$ cat src/rtl/pipe_pkg.sv
`default_nettype none
// ============================================================================
//  Module      : pipe_pkg
//  Description : Shared types and default widths for the pipeline stage
//                register: the three-state occupancy enum, the default
//                payload and control widths, the ID/EX payload width and
//                an occupancy decode helper.
//  Revision    : 1.0 - initial release
// ============================================================================
package pipe_pkg;

   localparam int PIPE_DATA_W = 32;
   localparam int PIPE_CTRL_W = 8;

   // ID/EX payload: pc + rs1 value + rs1/rs2/rd indices + immediate
   localparam int IDEX_DATA_W = 32 + 32 + 5 + 5 + 5 + 32;
   localparam int IDEX_CTRL_W = 8;

   // Encoding doubles as the item count held by the stage
   typedef enum logic [1:0] {
      ST_EMPTY = 2'd0,
      ST_FULL  = 2'd1,
      ST_SKID  = 2'd2
   } pipe_state_t;

   function automatic logic [1:0] occ_of(input pipe_state_t s);
      case (s)
         ST_FULL: return 2'd1;
         ST_SKID: return 2'd2;
         default: return 2'd0;
      endcase
   endfunction

endpackage
`default_nettype wire

$ cat src/rtl/pipe_slot.sv
`default_nettype none
// ============================================================================
//  Module      : pipe_slot
//  Description : One storage slot (valid + ctrl + data) with load and a
//                synchronous clear. Loading an invalid item drops valid and
//                zeroes ctrl but leaves the payload as it was.
//  Revision    : 1.0 - initial release
// ============================================================================
module pipe_slot
   import pipe_pkg::*;
#(
   parameter int DATA_W        = PIPE_DATA_W,
   parameter int CTRL_W        = PIPE_CTRL_W,
   parameter int CLR_ZERO_DATA = 1
) (
   input  logic              clk,
   input  logic              rst_n,
   input  logic              clr,
   input  logic              load,
   input  logic              d_valid,
   input  logic [DATA_W-1:0] d_data,
   input  logic [CTRL_W-1:0] d_ctrl,
   output logic              valid,
   output logic [DATA_W-1:0] data,
   output logic [CTRL_W-1:0] ctrl
);

   // Slot register: clear beats load; ctrl is never non-zero without valid
   always_ff @(posedge clk or negedge rst_n) begin
      if (!rst_n) begin
         valid <= 1'b0;
         data  <= '0;
         ctrl  <= '0;
      end else if (clr) begin
         valid <= 1'b0;
         ctrl  <= '0;
         if (CLR_ZERO_DATA != 0) data <= '0;
      end else if (load) begin
         valid <= d_valid;
         ctrl  <= d_valid ? d_ctrl : '0;
         if (d_valid) data <= d_data;
      end
   end

endmodule
`default_nettype wire

$ cat src/rtl/pipe_stage_reg.sv
`default_nettype none
// ============================================================================
//  Module      : pipe_stage_reg
//  Description : Valid/ready pipeline stage register with flush (clr).
//                Main slot drives out_*; with PIPE_STAGE_SKID_EN defined a
//                skid slot absorbs one item so in_ready is a pure register
//                output. Without the macro there is no skid slot and
//                in_ready = !out_valid | out_ready.
//  Config      : `define PIPE_STAGE_SKID_EN to enable the skid slot.
//  Revision    : 1.0 - initial release
// ============================================================================
module pipe_stage_reg
   import pipe_pkg::*;
#(
   parameter int DATA_W        = PIPE_DATA_W,
   parameter int CTRL_W        = PIPE_CTRL_W,
   parameter int CLR_ZERO_DATA = 1
) (
   input  logic              clk,
   input  logic              rst_n,
   input  logic              clr,
   input  logic              in_valid,
   output logic              in_ready,
   input  logic [DATA_W-1:0] in_data,
   input  logic [CTRL_W-1:0] in_ctrl,
   output logic              out_valid,
   input  logic              out_ready,
   output logic [DATA_W-1:0] out_data,
   output logic [CTRL_W-1:0] out_ctrl,
   output logic [1:0]        occ
);

   pipe_state_t       state, state_nx;
   logic              accept, consume;
   logic              main_load, main_d_valid;
   logic [DATA_W-1:0] main_d_data;
   logic [CTRL_W-1:0] main_d_ctrl;

   assign accept  = in_valid & in_ready;
   assign consume = out_valid & out_ready;
   assign occ     = occ_of(state);

`ifdef PIPE_STAGE_SKID_EN
   logic              main_from_skid;
   logic              skid_load, skid_d_valid;
   logic              skid_valid;
   logic [DATA_W-1:0] skid_data;
   logic [CTRL_W-1:0] skid_ctrl;
   logic              ready_q;

   assign in_ready    = ready_q;
   assign main_d_data = main_from_skid ? skid_data : in_data;
   assign main_d_ctrl = main_from_skid ? skid_ctrl : in_ctrl;

   // in_ready registered from the next state so out_ready never reaches it
   always_ff @(posedge clk or negedge rst_n) begin
      if (!rst_n) ready_q <= 1'b1;
      else        ready_q <= (state_nx != ST_SKID);
   end

   pipe_slot #(
      .DATA_W        (DATA_W),
      .CTRL_W        (CTRL_W),
      .CLR_ZERO_DATA (CLR_ZERO_DATA)
   ) u_skid (
      .clk     (clk),
      .rst_n   (rst_n),
      .clr     (clr),
      .load    (skid_load),
      .d_valid (skid_d_valid),
      .d_data  (in_data),
      .d_ctrl  (in_ctrl),
      .valid   (skid_valid),
      .data    (skid_data),
      .ctrl    (skid_ctrl)
   );
`else
   assign in_ready    = ~out_valid | out_ready;
   assign main_d_data = in_data;
   assign main_d_ctrl = in_ctrl;
`endif

   // Occupancy state register
   always_ff @(posedge clk or negedge rst_n) begin
      if (!rst_n) state <= ST_EMPTY;
      else        state <= state_nx;
   end

   // Next state and slot load controls; clr forces EMPTY (slots clear themselves)
   always_comb begin
      state_nx     = state;
      main_load    = 1'b0;
      main_d_valid = 1'b0;
`ifdef PIPE_STAGE_SKID_EN
      main_from_skid = 1'b0;
      skid_load      = 1'b0;
      skid_d_valid   = 1'b0;
`endif
      case (state)
         ST_EMPTY: begin
            if (accept) begin
               state_nx     = ST_FULL;
               main_load    = 1'b1;
               main_d_valid = 1'b1;
            end
         end
         ST_FULL: begin
            if (accept && consume) begin
               main_load    = 1'b1;
               main_d_valid = 1'b1;
            end else if (consume) begin
               state_nx     = ST_EMPTY;
               main_load    = 1'b1;
               main_d_valid = 1'b0;
            end
`ifdef PIPE_STAGE_SKID_EN
            else if (accept) begin
               state_nx     = ST_SKID;
               skid_load    = 1'b1;
               skid_d_valid = 1'b1;
            end
`endif
         end
`ifdef PIPE_STAGE_SKID_EN
         ST_SKID: begin
            if (consume) begin
               state_nx       = ST_FULL;
               main_load      = 1'b1;
               main_from_skid = 1'b1;
               main_d_valid   = skid_valid;
               skid_load      = 1'b1;
               skid_d_valid   = 1'b0;
            end
         end
`endif
         default: state_nx = ST_EMPTY;
      endcase
      if (clr) state_nx = ST_EMPTY;
   end

   pipe_slot #(
      .DATA_W        (DATA_W),
      .CTRL_W        (CTRL_W),
      .CLR_ZERO_DATA (CLR_ZERO_DATA)
   ) u_main (
      .clk     (clk),
      .rst_n   (rst_n),
      .clr     (clr),
      .load    (main_load),
      .d_valid (main_d_valid),
      .d_data  (main_d_data),
      .d_ctrl  (main_d_ctrl),
      .valid   (out_valid),
      .data    (out_data),
      .ctrl    (out_ctrl)
   );

endmodule
`default_nettype wire

$ cat config.mk
export PLATFORM = sky130hd
export DESIGN_NAME = pipe_stage_reg
export DESIGN_NICKNAME = d
export VERILOG_FILES = /design/src/rtl/pipe_pkg.sv /design/src/rtl/pipe_slot.sv /design/src/rtl/pipe_stage_reg.sv
export SDC_FILE = /design/constraint.sdc
export NUM_CORES = 1
export LEC_CHECK = 0
export CAP_MARGIN = 20
export CORE_MARGIN = 1.5
export CORE_UTILIZATION = 34
export DETAILED_ROUTE_END_ITERATION = 10
export PLACE_DENSITY_LB_ADDON = 0.05
export SYNTH_ARGS = -nofsm -noshare
export SYNTH_HDL_FRONTEND = slang
export SYNTH_SLANG_ARGS = --single-unit
$ cat constraint.sdc
create_clock -name clk -period 1.45 [get_ports clk]
set_input_delay 0.2175 -clock clk [delete_from_list [all_inputs] [get_ports clk]]
set_output_delay 0.2175 -clock clk [all_outputs]
set_load 0.005 [all_outputs]
# After elaboration in Yosys (flattened, before gate mapping)
# Index checks and enable logic that the tools add are counted.
dict set report classes {
  eq_ne 5
  mux 20
  bitwise 4
  n_reduce_logical 6
}
# cell n
set ops {}
lappend ops {{32-bit 2-to-1 mux} 3}
lappend ops {{8-bit 2-to-1 mux} 3}
lappend ops {{3-bit != test, second input constant} 3}
lappend ops {{2-bit 2-to-1 mux} 4}
lappend ops {{2-bit case mux with 2 select lines} 2}
lappend ops {{1-bit 2-to-1 mux} 6}
lappend ops {{1-bit case mux with 2 select lines} 2}
lappend ops {{2-bit nonzero test} 2}
lappend ops {{3-bit AND reduction} 1}
lappend ops {{1-bit AND} 2}
lappend ops {{2-bit by 1-bit equality test with 1-bit output, second input constant} 1}
lappend ops {{2-bit equality test, second input constant} 1}
lappend ops {{2-bit logical NOT} 1}
lappend ops {{2-bit AND reduction} 1}
lappend ops {{1-bit logical AND} 1}
lappend ops {{1-bit NOT} 1}
lappend ops {{1-bit bitwise OR} 1}
dict set report word_totals {
  ff_bits 43
  input_bits 45
  output_inout_bits 44
  word_cells 39
}

# Logic depth before layout (Yosys ltp)
dict set report logic_depth {
  ltp_word 9
  mapped_depth 5
  depth_no_buf 3
}

# Modules after synthesis
# A second synthesis with hierarchy kept.
dict set report unflattened {
  cells_unflattened 181
  area_unflattened_um2 2098.3
}
# module n_inst cells_per_inst area_each_um2 seq_area_each_um2
set modules_own_cells {}
lappend modules_own_cells {pipe_slot 1 169 2001.9 1026.0}
lappend modules_own_cells {pipe_stage_reg 1 12 96.3 25.0}

# Least setup slack after synthesis
# Ideal clock, no wire load.
dict set report synth_timing {
  path_kind {register -> register}
  start {reg u_main.valid}
  end {reg u_main.ctrl[0]}
  setup_ps 121
  arrival_time_ps 1249
  required_ps 1329
  slack_ps 80
  stages_incl_launch_ff 6
  path_buffers 2
  period_less_slack_ps 1370
  path_cell_list {dfrtp_1 > nand2b_4 > and4b_1 > buf_6 > buf_8 > a22o_1}
}
dict set report synth_between {
  elab_chain_cells 9
  word_cells_on_any_way 15
  classes_between {mux (9); bitwise (4); reduce/logical (2)}
}
# element line
set synth_rtl {}
lappend synth_rtl {{start, declared} pipe_slot.sv:23} ;# output logic valid,
lappend synth_rtl {{start signal, assigned} pipe_slot.sv:39} ;# valid <= d_valid;
lappend synth_rtl {{1-bit NOT} pipe_stage_reg.sv:78} ;# assign in_ready = ~out_valid | out_ready;
lappend synth_rtl {{1-bit bitwise OR} pipe_stage_reg.sv:78}
lappend synth_rtl {{1-bit AND} pipe_stage_reg.sv:39} ;# assign accept = in_valid & in_ready;
lappend synth_rtl {{1-bit logical AND} pipe_stage_reg.sv:108} ;# if (accept && consume) begin
lappend synth_rtl {{1-bit 2-to-1 mux} pipe_stage_reg.sv:108}
lappend synth_rtl {{1-bit case mux with 2 select lines} pipe_stage_reg.sv:99} ;# case (state)
lappend synth_rtl {{8-bit 2-to-1 mux} pipe_slot.sv:40} ;# ctrl <= d_valid ? d_ctrl : '0;
lappend synth_rtl {{8-bit 2-to-1 mux} pipe_slot.sv:38} ;# end else if (load) begin
lappend synth_rtl {{8-bit 2-to-1 mux} pipe_slot.sv:34} ;# end else if (clr) begin
lappend synth_rtl {{end signal, assigned} pipe_slot.sv:40}
lappend synth_rtl {{end, declared} pipe_slot.sv:25} ;# output logic [CTRL_W-1:0] ctrl
# Parallel ways exist; a longest one is shown, timed or not. The select of a mux whose other input is x is not followed.
# A chain may end at the register's enable or synchronous reset.

# Worst setup path after layout
dict set report layout_timing {
  start {reg u_main.valid}
  end {reg u_main.data[4]}
}
dict set report layout_between {
  elab_chain_cells 8
  word_cells_on_any_way 14
  classes_between {mux (6); bitwise (4); reduce/logical (4)}
}
# element line
set layout_rtl {}
lappend layout_rtl {{1-bit NOT} pipe_stage_reg.sv:78}
lappend layout_rtl {{1-bit bitwise OR} pipe_stage_reg.sv:78}
lappend layout_rtl {{1-bit AND} pipe_stage_reg.sv:39}
lappend layout_rtl {{1-bit logical AND} pipe_stage_reg.sv:108}
lappend layout_rtl {{1-bit 2-to-1 mux} pipe_stage_reg.sv:108}
lappend layout_rtl {{1-bit case mux with 2 select lines} pipe_stage_reg.sv:99}
lappend layout_rtl {{2-bit nonzero test (no line)} -}
lappend layout_rtl {{2-bit AND reduction (no line) (*)} -}
lappend layout_rtl {{end signal, assigned} pipe_slot.sv:41} ;# if (d_valid) data <= d_data;
lappend layout_rtl {{end, declared} pipe_slot.sv:24} ;# output logic [DATA_W-1:0] data,
# Mark *: on every way between the ends. The rest lies on a longest branch, timed or not.

==> summary.md <==
| Metric | Value |
|---|---|
| Drt first pass iters | `7` |
| Sum of negative setup slack | `0 ns` |
| Clock Latency Late Sink | `0.28 ns` |
| Post-layout net count | `245` |
| Grt ovf | `0` |
| R2R Setup Slk | `0.05 ns` |
| Period minus WS final | `1.40 ns` |
| FP Rows | `24` |
| Worst-path fanout max | `22` |
| Warning count from the yosys run | `0` |
| Fill cells | `374` |
| Critical Path AT | `1.57 ns` |
| RSZ-0062 raised after global routing | `yes` |
| Maxcap violations | `0` |
| Max incr delay on CP | `0.45 ns` |
| CP max-delay cell | `dfrtp_2` |
| Vias in the first global route | `1339` |
| Yosys top cell area share | `65.4%` |
| Sw Share | `23.0%` |
| Mean post-synth cell area | `15.5 um2` |
| Port Buf Inserts | `87` |
| Pin count of the biggest net entering global routing | `30` |
| Net load switching power | `592 uW` |
| Share of layout cells above drive strength 1 | `11.9%` |
| Syn Std Cell Area | `0.00161 mm2` |
| Final setup skew | `0.00296 ns` |
| Achievable clock frequency | `717 MHz` |
| Maximum vdd drop | `392 uV` |
| Met3 wire length | `280 um` |
| Post-synthesis register bit count | `42` |
| N_diodes | `0` |
| Clock power frac | `29.0%` |
| PwrDens | `973 mW/mm2` |
| Met2 wire len | `2040 um` |
| Final Cycle Share | `96.2%` |
| Sequential area share after synthesis | `65.4%` |
| Failing checks | `design-rule violations` |
| Worst endpoint required time | `1.62 ns` |
| Gate power share | `20.2%` |
| Initial antenna violation count | `0` |
| Reg clk slew, reported paths | `0.08 ns` |
| Crit path cell chain | `nand2b_4 > and4b_1 > buf_4 > a22o_1` |
| DRT met1 WL | `1770 um` |
| Worst min path class | `primary input to asynchronous set/reset pin` |
| Final Hold Fails | `0` |
| TritonCTS Buffers | `5` |
| Multi-input gate area | `455 um2` |
| WL final | `4150 um` |
| Clk sinks | `42` |
| Die width | `71.8 um` |
| Most frequent cells in the layout | `clkdlybuf4s50_1, a22o_1, dfrtp_1, buf_4, clkbuf_8` |
| Gr usage total | `17.2%` |
| CP startpoint kind | `flip-flop` |
| Avg WL per Cell | `16.4 um` |
| Sequential cell area | `0.00105 mm2` |
| Status | `finished with violations` |
| Leak | `0.00118 uW` |
| Synth cell types | `16` |
| First-pass GRT wire length | `6830 um` |
| Top Metal Used | `met4` |
| Leading cell type in the layout, fill and taps excluded | `clkdlybuf4s50_1` |
| Mapped Nets | `149` |
| Final Power | `2570 uW` |
| DR iter-0 viols | `62` |
| Post-DP HPWL | `3020 um` |
| Chip height | `71.8 um` |
| Crit Path Class | `flip-flop to flip-flop` |
| Vias | `1272` |
| Longest Clk Path Bufs | `2` |
| # DRC | `7` |
| Flop pwr share | `50.8%` |
| Top cells by area, synth | `dfrtp_1, a22o_1, buf_8` |
| CTS H-tree lvls | `2` |
| Area Growth Syn to Fin | `64.5%` |
| Root Driver | `clkbuf_8` |
| Utilization after layout | `59.5%` |
| Gpl congestion | `0.775` |
| Core area | `0.00444 mm2` |
| Antenna viol nets, final | `0` |
| Cell accounting for the most synthesized area | `dfrtp_1` |
| Die ar. | `0.00515 mm2` |
| IO Pins | `89` |
| Syn Inst Count | `104` |
| Int Pwr | `1980 uW` |
| Starting Density | `36.2%` |
| Final setup viols | `0` |
| TritonCTS clock tree | `built` |
| Final Max Slew Viols | `0` |
| Vias per std cell | `5.03` |
| CP endpoint kind | `flip-flop` |
==> cell type report <==
type	count	area share (%)
clock buffer	7	3.26
clock inverter	1	0.189
inverter	2	0.284
timing repair buffer	98	36.8
sequential	42	39.8
tap	52	2.46
multi-input combinational	51	17.2
==> flip-flops by register name (all words and copies together), names as in the netlist <==
signal and flops:
u_main.valid 1, u_main.ctrl 8, u_main.data 32, state 1
==> kinds of logic after synthesis <==
kind of cell | count (synthesis) | synth area share [%]
AO/OA/AOI/OAI | 45 | 24.7
flip-flops | 42 | 65.4
buffers and inverters | 11 | 6.30
AND/OR/NAND/NOR | 4 | 2.72
multiplexers | 1 | 0.623
other | 1 | 0.233
==> power groups by stage <==
| stage | logic (uW) | clock network [uW] | registers, uW |
|---|---|---|---|
| global placement | 510 | 0 | 1320 |
| floorplan | 167 | 0 | 1330 |
| CTS | 524 | 775 | 1310 |
| global route | 564 | 822 | 1320 |
| detailed placement | 525 | 0 | 1330 |
| finish | 521 | 747 | 1310 |
==> worst paths after layout <==
kind                            startpoint         endpoint  depth (start not counted)
setup / recovery              u_main.valid   u_main.data[4]                          4
min in group clk           u_main.data[25]  u_main.data[25]                          1
hold reg to reg            u_main.data[25]  u_main.data[25]                          1
setup reg to reg              u_main.valid   u_main.data[4]                          4
hold / removal                       rst_n   u_main.data[6]                          2
max in group asynchronous            rst_n  u_main.data[27]                          3
==> cells in the mapped netlist <==
cell / number
a21oi_1: 1
a221oi_1: 1
a22o_1: 40
a311oi_1: 1
a31oi_2: 2
and4b_1: 1
buf_2: 3
buf_4: 1
buf_6: 1
buf_8: 4
conb_1: 1
dfrtp_1: 42
inv_1: 2
mux2i_1: 1
nand2b_4: 2
or2_1: 1
==> critical path: cells and delay by family (launching register included) <==
family	cells	cell delay, ns
buf+inv	1	0.21
compound gates	1	0.26
simple gates	2	0.37
flops	1	0.45
==> metrics by stage <==
stage	hold slack [ns]	setup WS (ns)	instances	area (um2)
after global routing	0.459	-0.0212	253	2650
after global placement	0.182	-0.0981	243	2540
after floorplan	-0.0781	0.0797	104	1610
after detailed placement	0.197	-0.141	243	2540
final	0.413	0.0546	253	2650
after CTS	0.420	0.0370	252	2640
==> metal layers <==
| layer | vias up | track usage, % |
|---|---|---|
| met5 | - | 0 |
| met4 | 0 | 7.55 |
| met3 | 8 | 4.08 |
| met2 | 48 | 26.7 |
| met1 | 626 | 23.1 |
| li1 | 590 | - |
==> repair_timing <==
item                                   in CTS  in global routing
gates resized for setup                     5                  0
setup endpoints to repair                   3                 28
pin swaps                                   0                  0
hold buffers                                1                  0
endpoints found under the hold margin      19                  0
buffers inserted                            0                  1
Power figures use the tool's default switching activity.
